## config.mk

```make
export PLATFORM = sky130hd
export DESIGN_NAME = seg_display_arbiter
export DESIGN_NICKNAME = d
export VERILOG_FILES = /design/src/rtl/seg_disp_pkg.sv /design/src/rtl/seg_prio_enc.sv /design/src/rtl/seg_display_arbiter.sv
export SDC_FILE = /design/constraint.sdc
export NUM_CORES = 1
export LEC_CHECK = 0
export ABC_AREA = 1
export CAP_MARGIN = 20
export CORE_ASPECT_RATIO = 0.5
export CORE_MARGIN = 5
export CORE_UTILIZATION = 45
export CTS_CLUSTER_SIZE = 16
export DETAILED_ROUTE_END_ITERATION = 7
export PLACE_DENSITY = 0.91
export SLEW_MARGIN = 40
export SYNTH_ARGS = -nofsm -noshare
export SYNTH_HDL_FRONTEND = slang
export SYNTH_SLANG_ARGS = --single-unit
```

## constraint.sdc

```tcl
create_clock -name clk -period 2.29 [get_ports clk]
set_input_delay 0.229 -clock clk [delete_from_list [all_inputs] [get_ports clk]]
set_output_delay 0.229 -clock clk [all_outputs]
set_load 0.03 [all_outputs]
```

## src/rtl/seg_disp_pkg.sv

```systemverilog
// rtl/seg_disp_pkg.sv - shared types and constants for the segment display arbiter
package seg_disp_pkg;

  localparam int NUM_SRC  = 4;
  localparam int SRC_W    = 2;
  localparam int VALUE_W  = 20;
  localparam int MODE_W   = 4;
  localparam int CURSOR_W = 3;

  // Cursor position the display controller treats as "no cursor DP".
  localparam logic [CURSOR_W-1:0] CURSOR_NONE = 3'd7;

  typedef enum logic [1:0] {
    IDLE = 2'd0,
    SHOW = 2'd1,
    GAP  = 2'd2
  } state_e;

  function automatic logic [NUM_SRC-1:0] src_onehot(input logic [SRC_W-1:0] idx);
    return NUM_SRC'(1) << idx;
  endfunction

endpackage

```

## src/rtl/seg_prio_enc.sv

```systemverilog
// rtl/seg_prio_enc.sv - 4-bit fixed-priority encoder, bit 0 wins
module seg_prio_enc (
  input  logic [3:0] req,
  output logic       any,
  output logic [1:0] idx
);

  // Lowest set bit wins; idx is 0 when nothing is requested.
  always_comb begin
    any = |req;
    idx = 2'd0;
    if (req[0]) begin
      idx = 2'd0;
    end else if (req[1]) begin
      idx = 2'd1;
    end else if (req[2]) begin
      idx = 2'd2;
    end else if (req[3]) begin
      idx = 2'd3;
    end
  end

endmodule

```

## src/rtl/seg_display_arbiter.sv

```systemverilog
// rtl/seg_display_arbiter.sv - shares the 4-digit display between base readout and transient requesters
module seg_display_arbiter
  import seg_disp_pkg::*;
#(
  parameter int unsigned HOLD_CYCLES = 150_000_000,
  parameter int unsigned GAP_CYCLES  = 10_000_000,
  parameter int unsigned CNT_W       = 28
) (
  input  logic                         clk,
  input  logic                         rst_n,
  input  logic [VALUE_W-1:0]           base_value,
  input  logic [MODE_W-1:0]            base_mode,
  input  logic [CURSOR_W-1:0]          base_cursor,
  input  logic [NUM_SRC-1:0]           req,
  input  logic [NUM_SRC*VALUE_W-1:0]   req_value,
  input  logic [NUM_SRC*MODE_W-1:0]    req_mode,
  output logic [NUM_SRC-1:0]           grant,
  output logic [VALUE_W-1:0]           value,
  output logic [MODE_W-1:0]            mode,
  output logic [CURSOR_W-1:0]          cursor,
  output logic                         blank,
  output logic                         busy,
  output logic [SRC_W-1:0]             active_src
);

  localparam logic [CNT_W-1:0] HOLD_LOAD = CNT_W'(HOLD_CYCLES - 1);
  localparam logic [CNT_W-1:0] GAP_LOAD  = CNT_W'(GAP_CYCLES - 1);

  state_e               state_q, state_d;
  logic [CNT_W-1:0]     cnt_q, cnt_d;
  logic [VALUE_W-1:0]   value_q, value_d;
  logic [MODE_W-1:0]    mode_q, mode_d;
  logic [CURSOR_W-1:0]  cursor_q, cursor_d;
  logic                 blank_q, blank_d;
  logic                 busy_q, busy_d;
  logic [NUM_SRC-1:0]   grant_q, grant_d;
  logic [SRC_W-1:0]     active_src_q, active_src_d;

  logic                 enc_any;
  logic [SRC_W-1:0]     enc_idx;
  logic                 load;
  logic [NUM_SRC-1:0]   higher_mask;

  logic [VALUE_W-1:0]   src_value [NUM_SRC];
  logic [MODE_W-1:0]    src_mode  [NUM_SRC];

  for (genvar i = 0; i < NUM_SRC; i++) begin : g_unpack
    assign src_value[i] = req_value[i*VALUE_W +: VALUE_W];
    assign src_mode[i]  = req_mode[i*MODE_W +: MODE_W];
  end

  // The encoder's pick is always the source to latch: in SHOW, any request at
  // or above the active source's priority is the lowest set bit of req.
  seg_prio_enc u_prio_enc (
    .req (req),
    .any (enc_any),
    .idx (enc_idx)
  );

  // State and output registers, cleared asynchronously.
  always_ff @(posedge clk or negedge rst_n) begin
    if (!rst_n) begin
      state_q      <= IDLE;
      cnt_q        <= '0;
      value_q      <= '0;
      mode_q       <= '0;
      cursor_q     <= '0;
      blank_q      <= 1'b0;
      busy_q       <= 1'b0;
      grant_q      <= '0;
      active_src_q <= '0;
    end else begin
      state_q      <= state_d;
      cnt_q        <= cnt_d;
      value_q      <= value_d;
      mode_q       <= mode_d;
      cursor_q     <= cursor_d;
      blank_q      <= blank_d;
      busy_q       <= busy_d;
      grant_q      <= grant_d;
      active_src_q <= active_src_d;
    end
  end

  // Next state, shared hold/gap counter, and whether a source is latched this cycle.
  always_comb begin
    state_d     = state_q;
    cnt_d       = cnt_q;
    load        = 1'b0;
    higher_mask = src_onehot(active_src_q) - NUM_SRC'(1);
    case (state_q)
      IDLE: begin
        if (enc_any) begin
          load    = 1'b1;
          state_d = SHOW;
          cnt_d   = HOLD_LOAD;
        end
      end
      SHOW: begin
        // A same-source request beats the timeout so a continuously updating source never blanks.
        if (|(req & higher_mask) || req[active_src_q]) begin
          load  = 1'b1;
          cnt_d = HOLD_LOAD;
        end else if (cnt_q == '0) begin
          state_d = GAP;
          cnt_d   = GAP_LOAD;
        end else begin
          cnt_d = cnt_q - CNT_W'(1);
        end
      end
      GAP: begin
        if (cnt_q == '0) begin
          if (enc_any) begin
            load    = 1'b1;
            state_d = SHOW;
            cnt_d   = HOLD_LOAD;
          end else begin
            state_d = IDLE;
          end
        end else begin
          cnt_d = cnt_q - CNT_W'(1);
        end
      end
      default: begin
        state_d = IDLE;
        cnt_d   = '0;
      end
    endcase
  end

  // Output values for the next cycle, keyed off the state being entered.
  always_comb begin
    value_d      = value_q;
    mode_d       = mode_q;
    cursor_d     = cursor_q;
    active_src_d = active_src_q;
    grant_d      = '0;
    blank_d      = (state_d == GAP);
    busy_d       = (state_d != IDLE);
    if (load) begin
      value_d      = src_value[enc_idx];
      mode_d       = src_mode[enc_idx];
      cursor_d     = CURSOR_NONE;
      grant_d      = src_onehot(enc_idx);
      active_src_d = enc_idx;
    end else if (state_d == IDLE) begin
      value_d  = base_value;
      mode_d   = base_mode;
      cursor_d = base_cursor;
    end
  end

  assign grant      = grant_q;
  assign value      = value_q;
  assign mode       = mode_q;
  assign cursor     = cursor_q;
  assign blank      = blank_q;
  assign busy       = busy_q;
  assign active_src = active_src_q;

endmodule

```

### Word-level counts from Yosys, hierarchy flattened

Index checks and enable logic that the tools add are counted.

* shift operators: 2
* bitwise operators: 2
* equality and inequality tests: 3
* reduce and logical (&&, ||, !) cells: 8
* $lt $le $gt $ge: 2
* $add $sub $neg: 2
* multiplexer cells: 34

Operator list (number)
* $mux 28: 4
* $pmux 28 s3: 1
* $mux 20: 4
* $bmux 20 s2: 1
* $logic_not 28->1: 1
* $sub 28x1->28 const B: 1
* $mux 4: 5
* $mux 2: 8
* $bmux 4 s2: 1
* $reduce_or 4->1: 2
* $shl 1x2->4 const A: 2
* $mux 3: 2
* $pmux 2 s3: 1
* $mux 1: 5
* $and 4x4->4: 1
* $eq 2x2->1 const B: 2
* $logic_not 2->1: 2
* $reduce_bool 2->1: 2
* $sub 4x1->4 const B: 1
* $ge 3x3->1 const B: 1
* $lt 2x3->1 const B: 1
* $not 2->3: 1
* $pmux 1 s3: 1
* $bmux 1 s2: 1
* 2 further kinds: 2

* output and inout bits: 35
* word-level logic and storage cells: 62
* bits in registers: 65
* input port bits: 129

### Logic depth before layout (Yosys ltp)

Gate-level depths: netlist of run 1.

* depth after elaboration: 10
* depth in mapped cells: 13
* depth with buffers taken out: 12

### Modules after synthesis

From an unflattened synthesis of run 1, not the netlist that was laid out.

* cells, all modules: 717
* area, all modules: 4852.2 um^2

Modules (own cells, without submodules)
* seg_display_arbiter: cells an instance 709, area each 4815.9 um^2, times used 1, seq. area each 1626.6 um^2
* seg_prio_enc: cells an instance 8, area each 36.3 um^2, times used 1, seq. area each 0.0 um^2

### Worst setup path before layout of run 1

OpenSTA, ideal clock, no wires.

* path kind: reg2reg
* start point: register cnt_q[0]
* end point: register mode_q[3], in the netlist mode[3]
* data arrival time: 1.632 ns
* path slack: 0.541 ns
* data required time: 2.173 ns
* buffers on the path: 1
* stages on the path, launching flop included: 13
* cells stage by stage: dfrtp_1 -> inv_1 -> ha_1 -> nand2_2 -> nor2_4 -> nand3_4 -> nor2_8 -> nand2_4 -> nand2_4 -> buf_6 -> nand2_1 -> nand3_1 -> nand2_1

* cells in the longest elaborated chain, start to end: 6
* elaborated cells on any way between the ends: 10
* classes of those cells: mux: 7; reduce/logical: 3

RTL lines
* from (decl): RTL line seg_display_arbiter.sv:30 `logic [CNT_W-1:0] cnt_q, cnt_d;`
* from (signal assigned): RTL line seg_display_arbiter.sv:74 `cnt_q <= cnt_d;`
* $logic_not 28->1 (*): RTL line seg_display_arbiter.sv:104, seg_display_arbiter.sv:112
* $mux 2: RTL line seg_display_arbiter.sv:104 `end else if (cnt_q == '0) begin`
* $mux 2: RTL line seg_display_arbiter.sv:101 `if (|(req & higher_mask) || req[active_src_q]) begin`
* $pmux 2 s3: RTL line seg_display_arbiter.sv:91 `case (state_q)`
* $logic_not 2->1: RTL line seg_display_arbiter.sv:146 `end else if (state_d == IDLE) begin`
* $reduce_bool 2->1 (no line)
* to (signal assigned): RTL line seg_display_arbiter.sv:76 `mode_q <= mode_d;`
* to (decl): RTL line seg_display_arbiter.sv:32 `logic [MODE_W-1:0] mode_q, mode_d;`

Every way passes the cells marked *; elsewhere a longest branch is shown, timed or not.
A chain may end at the register's enable or synchronous reset.

### Worst setup path in the final report of run 1

* start point: register cnt_q[1]
* end point: register value_q[1], in the netlist value[1]

* cells in the longest elaborated chain, start to end: 6
* elaborated cells on any way between the ends: 10
* classes of those cells: mux: 7; reduce/logical: 3

RTL lines
* $logic_not 28->1 (*): RTL line seg_display_arbiter.sv:104, seg_display_arbiter.sv:112
* $mux 2: RTL line seg_display_arbiter.sv:104
* $mux 2: RTL line seg_display_arbiter.sv:101
* $pmux 2 s3: RTL line seg_display_arbiter.sv:91
* $logic_not 2->1: RTL line seg_display_arbiter.sv:146
* $reduce_bool 2->1 (no line)
* to (signal assigned): RTL line seg_display_arbiter.sv:75 `value_q <= value_d;`
* to (decl): RTL line seg_display_arbiter.sv:31 `logic [VALUE_W-1:0] value_q, value_d;`

Marked as above.

==> results of run 1 <==
[worst max-delay path: stages (launching register included)]
cell     delay, ns
dfrtp_1       0.38
inv_1         0.11
ha_1          0.20
nand2_2       0.13
inv_2         0.08
nand2_1       0.05
nor2_1        0.23
nand2_2       0.16
nand3_2       0.16
nand2_2       0.11
inv_4         0.24
nand3_1       0.12
nand2_1       0.10
[cell usage after synthesis (all sizes together) (2+ instances only)]
master / count / area (um2)
a21oi: 28 / 151
buf: 20 / 131
clkbuf: 13 / 48.8
dfrtp: 65 / 1630
inv: 66 / 248
nand2: 215 / 830
nand3: 95 / 493
nand3b: 4 / 30.0
nand4: 6 / 37.5
nor2: 141 / 586
nor3: 2 / 15.0
o211ai: 4 / 30.0
o21ai: 62 / 310
xnor2: 4 / 35.0
xor2: 16 / 140
[flip-flops by register name, indices dropped and copies added, names as in the netlist, 2 cells and up]
signal / count
cnt_q: 28
value: 20
grant: 4
mode: 4
cursor: 3
active_src: 2
state_q: 2
[area by class of cell]
cell class / instances / area [um2] / area share [%]
clock buffer: 13 / 280 / 4.05
clock inverter: 2 / 35.0 / 0.506
inverter: 67 / 254 / 3.67
multi-input combinational: 579 / 2690 / 38.8
sequential: 65 / 1630 / 23.5
tap: 140 / 175 / 2.53
timing repair buffer: 188 / 1870 / 26.9
[path summary, 6_finish.rpt]
kind / start / endpoint / cells past startpoint / slack (ns)
min: rst_n / cnt_q[2] / 2 / 0.28
max: cnt_q[1] / value[1] / 12 / 0.16
min reg2reg: value[18] / value[18] / 2 / 0.48
max reg2reg: cnt_q[1] / value[1] / 12 / 0.16
max in group asynchronous: rst_n / cursor[0] / 3 / 1.41
min in group clk: value[18] / value[18] / 2 / 0.48
[cell families (layout without fill, tap and decap cells)]
kind of cell | Yosys count | in the layout
AOI/OAI and AO/OA | 95 | 95
xor gates and xnor gates | 20 | 20
adders and majority gates | 1 | 1
buffers and inverters | 100 | 270
DFF | 65 | 65
and+or+nand+nor | 463 | 463
[power breakdown]
part | total, mW | internal (mW) | leakage (nW) | switching [mW]
combinational | 1.68 | 0.712 | 2.24 | 0.966
sequential | 1.44 | 1.33 | 0.755 | 0.111
clock | 1.45 | 0.953 | 0.158 | 0.496
total | 4.57 | 2.99 | 3.15 | 1.57
[layout by cell type (no fill, tap or decap), types with 2 or more instances in the layout]
master / Yosys / routed
clkbuf_16: 0 / 9
buf_4: 0 / 20
nor2_2: 7 / 7
nand3_1: 93 / 93
o21ai_1: 10 / 10
dfrtp_1: 65 / 65
o21ai_0: 52 / 52
xnor2_1: 4 / 4
inv_1: 54 / 54
inv_2: 12 / 11
buf_12: 0 / 4
a21oi_1: 27 / 26
a21oi_4: 1 / 2
nor2_4: 3 / 3
xor2_1: 16 / 16
nand2_1: 210 / 209
clkbuf_8: 0 / 4
nand2_2: 3 / 4
nand3b_1: 4 / 4
nor2_1: 130 / 130
clkdlybuf4s50_1: 0 / 162
nand2_4: 2 / 2
nand4_1: 6 / 6
o211ai_1: 4 / 4
[stage by stage]
step                instance area [um2]  util [%]
finish                             6930      67.6
global route                       6930      67.6
CTS                                6920      67.6
detailed placement                 6600      64.4
global placement                   6600      64.4
floorplan                          4730         -
[timing repair]
item	4_1_cts	5_1_grt
hold buffers	1	0
setup endpoints to repair	0	29
gates resized for setup	0	3
endpoints found under the hold margin	8	0
[routing by layer]
metal  GRT usage (%)  share of wire (%)
met5               0                  0
met4            8.63                3.0
met3            6.09                8.3
met2            47.7                 49
met1            31.0                 40
==> flow_metrics.env, run 1 <==
export IMPL_drc=0
export IMPL_grt_pass1_wl_mm=26.6
export IMPL_crit_arrival_ns=2.40
export IMPL_drt_wl_total_mm=16.6
export IMPL_wl_per_cell_um=15.7
export IMPL_worstSkewPairLatency_ns=0.34
export IMPL_root_buffer="clkbuf_16"
export IMPL_cts_path_max_buffers=2
export IMPL_die_x_um=155
export IMPL_io_buffers=163
export IMPL_finalNonFillerCells=1054
export IMPL_insertedDiodeCount=0
export IMPL_num_fill_cells=802
export IMPL_fin_crit_sh_pct=93.2
export IMPL_cp_required_ns=2.56
export IMPL_ys_warn_count=0
export IMPL_cp_start_kind="flop"
export IMPL_first_global_vias=5367
export IMPL_dp_cells=1038
export IMPL_drt_initial_drc_count=440
export IMPL_netlist_area_mm2=0.00473
export IMPL_cts_tree="built"
export IMPL_endpoint_kind="flop"
export IMPL_tightest_slew_ns=0.407
export IMPL_hold_class="input pin to async pin"
export IMPL_fp_row_count=26
export IMPL_core_mm2=0.0102
export IMPL_total_power_mw=4.57
export IMPL_place_congestion=0.954
export IMPL_setup_viol=0
export IMPL_nets=1040
export IMPL_antenna_found_initial=0
export IMPL_synthDistinctLibCells=30
export IMPL_path_class="flop to flop"
export IMPL_place_ws_ns=0.0836
export IMPL_avgViaCountPerCell=5.35
export IMPL_ir_drop_v=0.000370
export IMPL_overflow=0
export IMPL_drt_pass1_iter_count=5
export IMPL_syn_inst=744
export IMPL_synth_top_family_by_area="simple AND/OR/NAND/NOR gates"
export IMPL_ant_nets=0
export IMPL_status="completed"
export IMPL_num_vias=5635
export IMPL_synth_compound_area_share_pct=10.5
export IMPL_fin_worst_skew_ns=0.00636
export IMPL_drv_cap=0
export IMPL_timing_slew_headroom_pct=72.8
export IMPL_drive_gt1_share_pct=8.10
export IMPL_dpl_hpwl_mm=12.3
export IMPL_path_clk_slew_ns=0.06
export IMPL_ios=164
export IMPL_worst_slack_ns=0.156
export IMPL_synth_ff_type="dfrtp_1"
export IMPL_cts_htree_levels=3
export IMPL_power_density_mw_per_mm2=659
export IMPL_postCtsSetupRepairBufs=0
export IMPL_synthSimpleGateAreaFrac_pct=42.0
export IMPL_synthToLayoutAreaGrowth_pct=46.3
export IMPL_chipHeight_um=82.5
export IMPL_syn_nets=874
export IMPL_ys_seq_elements=65
export IMPL_synth_avg_cell_area_um2=6.36
export IMPL_min_period_ns=2.13
export IMPL_finalHoldViolCount=0
export IMPL_synthMuxAreaShare_pct=0
export IMPL_synthXorXnorAreaFrac_pct=3.70
export IMPL_tns_ns=0
export IMPL_grt_setup_unrepaired="false"
export IMPL_p_leak_nw=3.15
export IMPL_start_util_pct=46.2
export IMPL_whs_ns=0.284
export IMPL_fmax_ghz=0.469
export IMPL_path_max_fanout=25
export IMPL_synth_edf_count=0
export IMPL_cts_sinks=65
export IMPL_grt_max_degree=58
export IMPL_maxSlewViolCount=0
export IMPL_cts_buffers=9
export IMPL_async_flop_share_pct=100
export IMPL_synthAdderAreaFrac_pct=0.264
export IMPL_ys_seq_area_share_pct=34.4
export IMPL_dieArea_mm2=0.0128
export IMPL_grtUsageTotal_pct=26.1
No activity file was read; power rests on OpenSTA's default activity.
==> run 2: changes to the inputs <==
--- a/config.mk
+++ b/config.mk
@@ -7,13 +7,13 @@
 export LEC_CHECK = 0
 export ABC_AREA = 1
 export CAP_MARGIN = 20
-export CORE_ASPECT_RATIO = 0.5
 export CORE_MARGIN = 5
 export CORE_UTILIZATION = 45
 export CTS_CLUSTER_SIZE = 16
 export DETAILED_ROUTE_END_ITERATION = 7
-export PLACE_DENSITY = 0.91
+export PLACE_DENSITY = 0.9
 export SLEW_MARGIN = 40
 export SYNTH_ARGS = -nofsm -noshare
 export SYNTH_HDL_FRONTEND = slang
+export SYNTH_HIERARCHICAL = 1
 export SYNTH_SLANG_ARGS = --single-unit
==> flow_metrics.env, run 2 <==
export IMPL_status="completed"
export IMPL_place_congestion=0.930
export IMPL_synth_area_leaders="dfrtp_1 (34%), nand2_1 (19%), nand3_1 (6.7%)"
export IMPL_yosysMostFrequentCell="nand2_1"
export IMPL_fin_crit_sh_pct=95.1
export IMPL_fin_worst_skew_ns=0.0111
export IMPL_setup_viol=0
export IMPL_hold_class="input pin to async pin"
export IMPL_endpoint_kind="flop"
export IMPL_grt_pass1_wl_mm=26.2
export IMPL_cp_start_kind="flop"
export IMPL_chipHeight_um=114
export IMPL_min_period_ns=2.18
export IMPL_ant_nets=0
export IMPL_overflow=0
export IMPL_r2r_cells=11
export IMPL_grtUsageTotal_pct=25.1
export IMPL_wl_per_cell_um=16.8
export IMPL_switching_share_pct=28.9
export IMPL_reg2reg_slack_ns=0.11
export IMPL_crit_end="value[4]"
export IMPL_core_mm2=0.0107
export IMPL_grt_max_degree=66
export IMPL_root_buffer="clkbuf_8"
export IMPL_syn_inst=717
export IMPL_total_power_mw=2.91
export IMPL_maxSlewViolCount=0
export IMPL_drive_gt1_share_pct=9.89
export IMPL_power_frac_clock_pct=35.3
export IMPL_p_switching_uw=841
export IMPL_cts_path_max_buffers=2
export IMPL_utilization_pct=64.2
export IMPL_synth_avg_cell_area_um2=6.77
export IMPL_p_seq_share_pct=42.9
export IMPL_netlist_area_mm2=0.00485
export IMPL_yosys_area_top_type_share_pct=33.5
export IMPL_r2r_end="value[4]"
export IMPL_regToRegStartpoint="cnt_q[0]"
export IMPL_timing_slew_headroom_pct=67.6
export IMPL_ir_drop_v=0.000314
export IMPL_ios=164
export IMPL_cts_tree="built"
export IMPL_drt_pass1_iter_count=8
export IMPL_path_max_fanout=15
export IMPL_finalHoldViolCount=0
export IMPL_largest_register_ff_count=28
export IMPL_drv_cap=0
export IMPL_avgViaCountPerCell=5.34
export IMPL_tightest_slew_ns=0.485
export IMPL_synth_edf_count=0
export IMPL_num_vias=5457
export IMPL_antenna_found_initial=1
export IMPL_die_x_um=114
export IMPL_drt_initial_drc_count=457
export IMPL_async_flop_share_pct=100
export IMPL_syn_nets=847
export IMPL_ys_seq_elements=65
export IMPL_io_buffers=163
export IMPL_fp_row_count=38
export IMPL_top_register="cnt_q"
export IMPL_cts_htree_levels=3
export IMPL_drt_wl_total_mm=17.1
export IMPL_synthToLayoutAreaGrowth_pct=41.5
export IMPL_internal_power_mw=2.07
export IMPL_path_clk_slew_ns=0.08
export IMPL_pwr_share_comb_pct=21.7
export IMPL_finalNonFillerCells=1021
export IMPL_nets=1005
export IMPL_worstSkewPairLatency_ns=0.35
export IMPL_dp_cells=1002
export IMPL_ys_warn_count=6
export IMPL_power_density_mw_per_mm2=424
export IMPL_critPathSlowestCell="dfrtp_1"
export IMPL_num_fill_cells=884
export IMPL_cts_sinks=65
export IMPL_ys_seq_area_share_pct=33.5
export IMPL_synth_commonest_cells="nand2_1 (247), dfrtp_1 (65), nand3_1 (65)"
export IMPL_path_class="flop to flop"
export IMPL_mostFrequentLayoutCells="nand2_1 (247), clkdlybuf4s50_1 (162), nand3_1 (65), dfrtp_1 (65), inv_1 (60)"
export IMPL_drc=0
export IMPL_cp_required_ns=2.53
export IMPL_cts_buffers=9
export IMPL_crit_arrival_ns=2.41
export IMPL_p_leak_nw=3.26
export IMPL_netlist_top_cell_by_area="dfrtp_1"
export IMPL_postCtsSetupRepairBufs=0
export IMPL_crit_chain="inv_1, ha_1, nand2_4, nor2_8, nand3_4, nor2_8, nand2_4, nand3_2, nand2_1, nand3_1, nand2_1"
export IMPL_synthDistinctLibCells=34
export IMPL_cpPeakStageDelay_ns=0.38
export IMPL_dpl_hpwl_mm=12.3
export IMPL_synth_ff_type="dfrtp_1"
export IMPL_start_util_pct=45.4
export IMPL_crit_start="cnt_q[0]"
export IMPL_dieArea_mm2=0.0130
export IMPL_first_global_vias=5042
export IMPL_layout_commonest_cell="nand2_1"
export IMPL_fmax_ghz=0.459
==> run 2: worst max-delay path, delay by kind of cell, from the launching register on <==
family	cells	cell delay (ns)
adder cells (fa/ha/maj)	1	0.27
buffers and inverters	1	0.12
flip-flops	1	0.38
AND/OR/NAND/NOR	9	1.27
==> run 2: kinds of logic (layout without fill, tap and decap cells) <==
group                      after synthesis  in the layout  synth area share (%)
and+or+nand+nor                        441            442                  41.4
buffers and inverters                  106            268                  9.98
AOI/OAI and AO/OA                       89             89                  12.2
DFF                                     65             65                  33.5
xor gates and xnor gates                15             15                  2.71
adders and majority gates                1              1                 0.258
other                                    0              1                     0
==> run 2: routing by layer <==
layer / vias to the layer above / part of all wire (%) / track usage, %
met5: - / 0 / 0
met4: 0 / 2.5 / 7.44
met3: 33 / 8.7 / 5.89
met2: 250 / 48 / 41.3
met1: 2514 / 41 / 32.8
li1: 2660 / - / -
==> run 2: timing repair <==
| item | 4_1_cts | 5_1_grt |
|---|---|---|
| hold buffers | 1 | 0 |
| setup endpoints to repair | 0 | 5 |
| gates resized for setup | 0 | 1 |
| hold endpoints to repair | 65 | 0 |
==> run 2: area by class of cell <==
type | count | area (um2) | area share, %
multi-input combinational | 547 | 2760 | 40.3
timing repair buffer | 183 | 1830 | 26.6
sequential | 65 | 1630 | 23.7
inverter | 69 | 264 | 3.85
tap | 140 | 175 | 2.55
clock buffer | 10 | 138 | 2.00
clock inverter | 6 | 66.3 | 0.966
antenna | 1 | 2.50 | 0.0364
==> run 2: metrics by stage <==
| stage | setup TNS, ns | setup slack, ns | hold slack [ns] | cell area (um2) |
|---|---|---|---|---|
| after CTS | 0 | 0.151 | 0.437 | 6850 |
| after global placement | 0 | 0.154 | 0.275 | 6640 |
| after global routing | -0.0201 | -0.00775 | 0.455 | 6870 |
| after floorplan | 0 | 0.528 | -0.0666 | 4850 |
| after detailed placement | 0 | 0.00197 | 0.277 | 6640 |
| final | 0 | 0.113 | 0.407 | 6870 |
==> run 2: worst min path at each step <==
stage,startpoint,endpoint,slack [ns],cells after the start
6_report,rst_n,value[1],0.41,3
5_1_grt,rst_n,value[1],0.46,3
4_1_cts,rst_n,value[10],0.44,3
3_5_place_dp,rst_n,value[1],0.28,2
3_3_place_gp,rst_n,cnt_q[13],0.28,2
2_1_floorplan,rst_n,active_src[0],-0.07,0
==> run 2: power by group through the flow <==
stage / registers, mW / logic [mW] / clock network, mW
floorplan: 1.25 / 0.291 / 0
global placement: 1.26 / 0.617 / 0
detailed placement: 1.26 / 0.624 / 0
CTS: 1.24 / 0.632 / 1.04
global route: 1.25 / 0.693 / 1.09
finish: 1.25 / 0.632 / 1.03
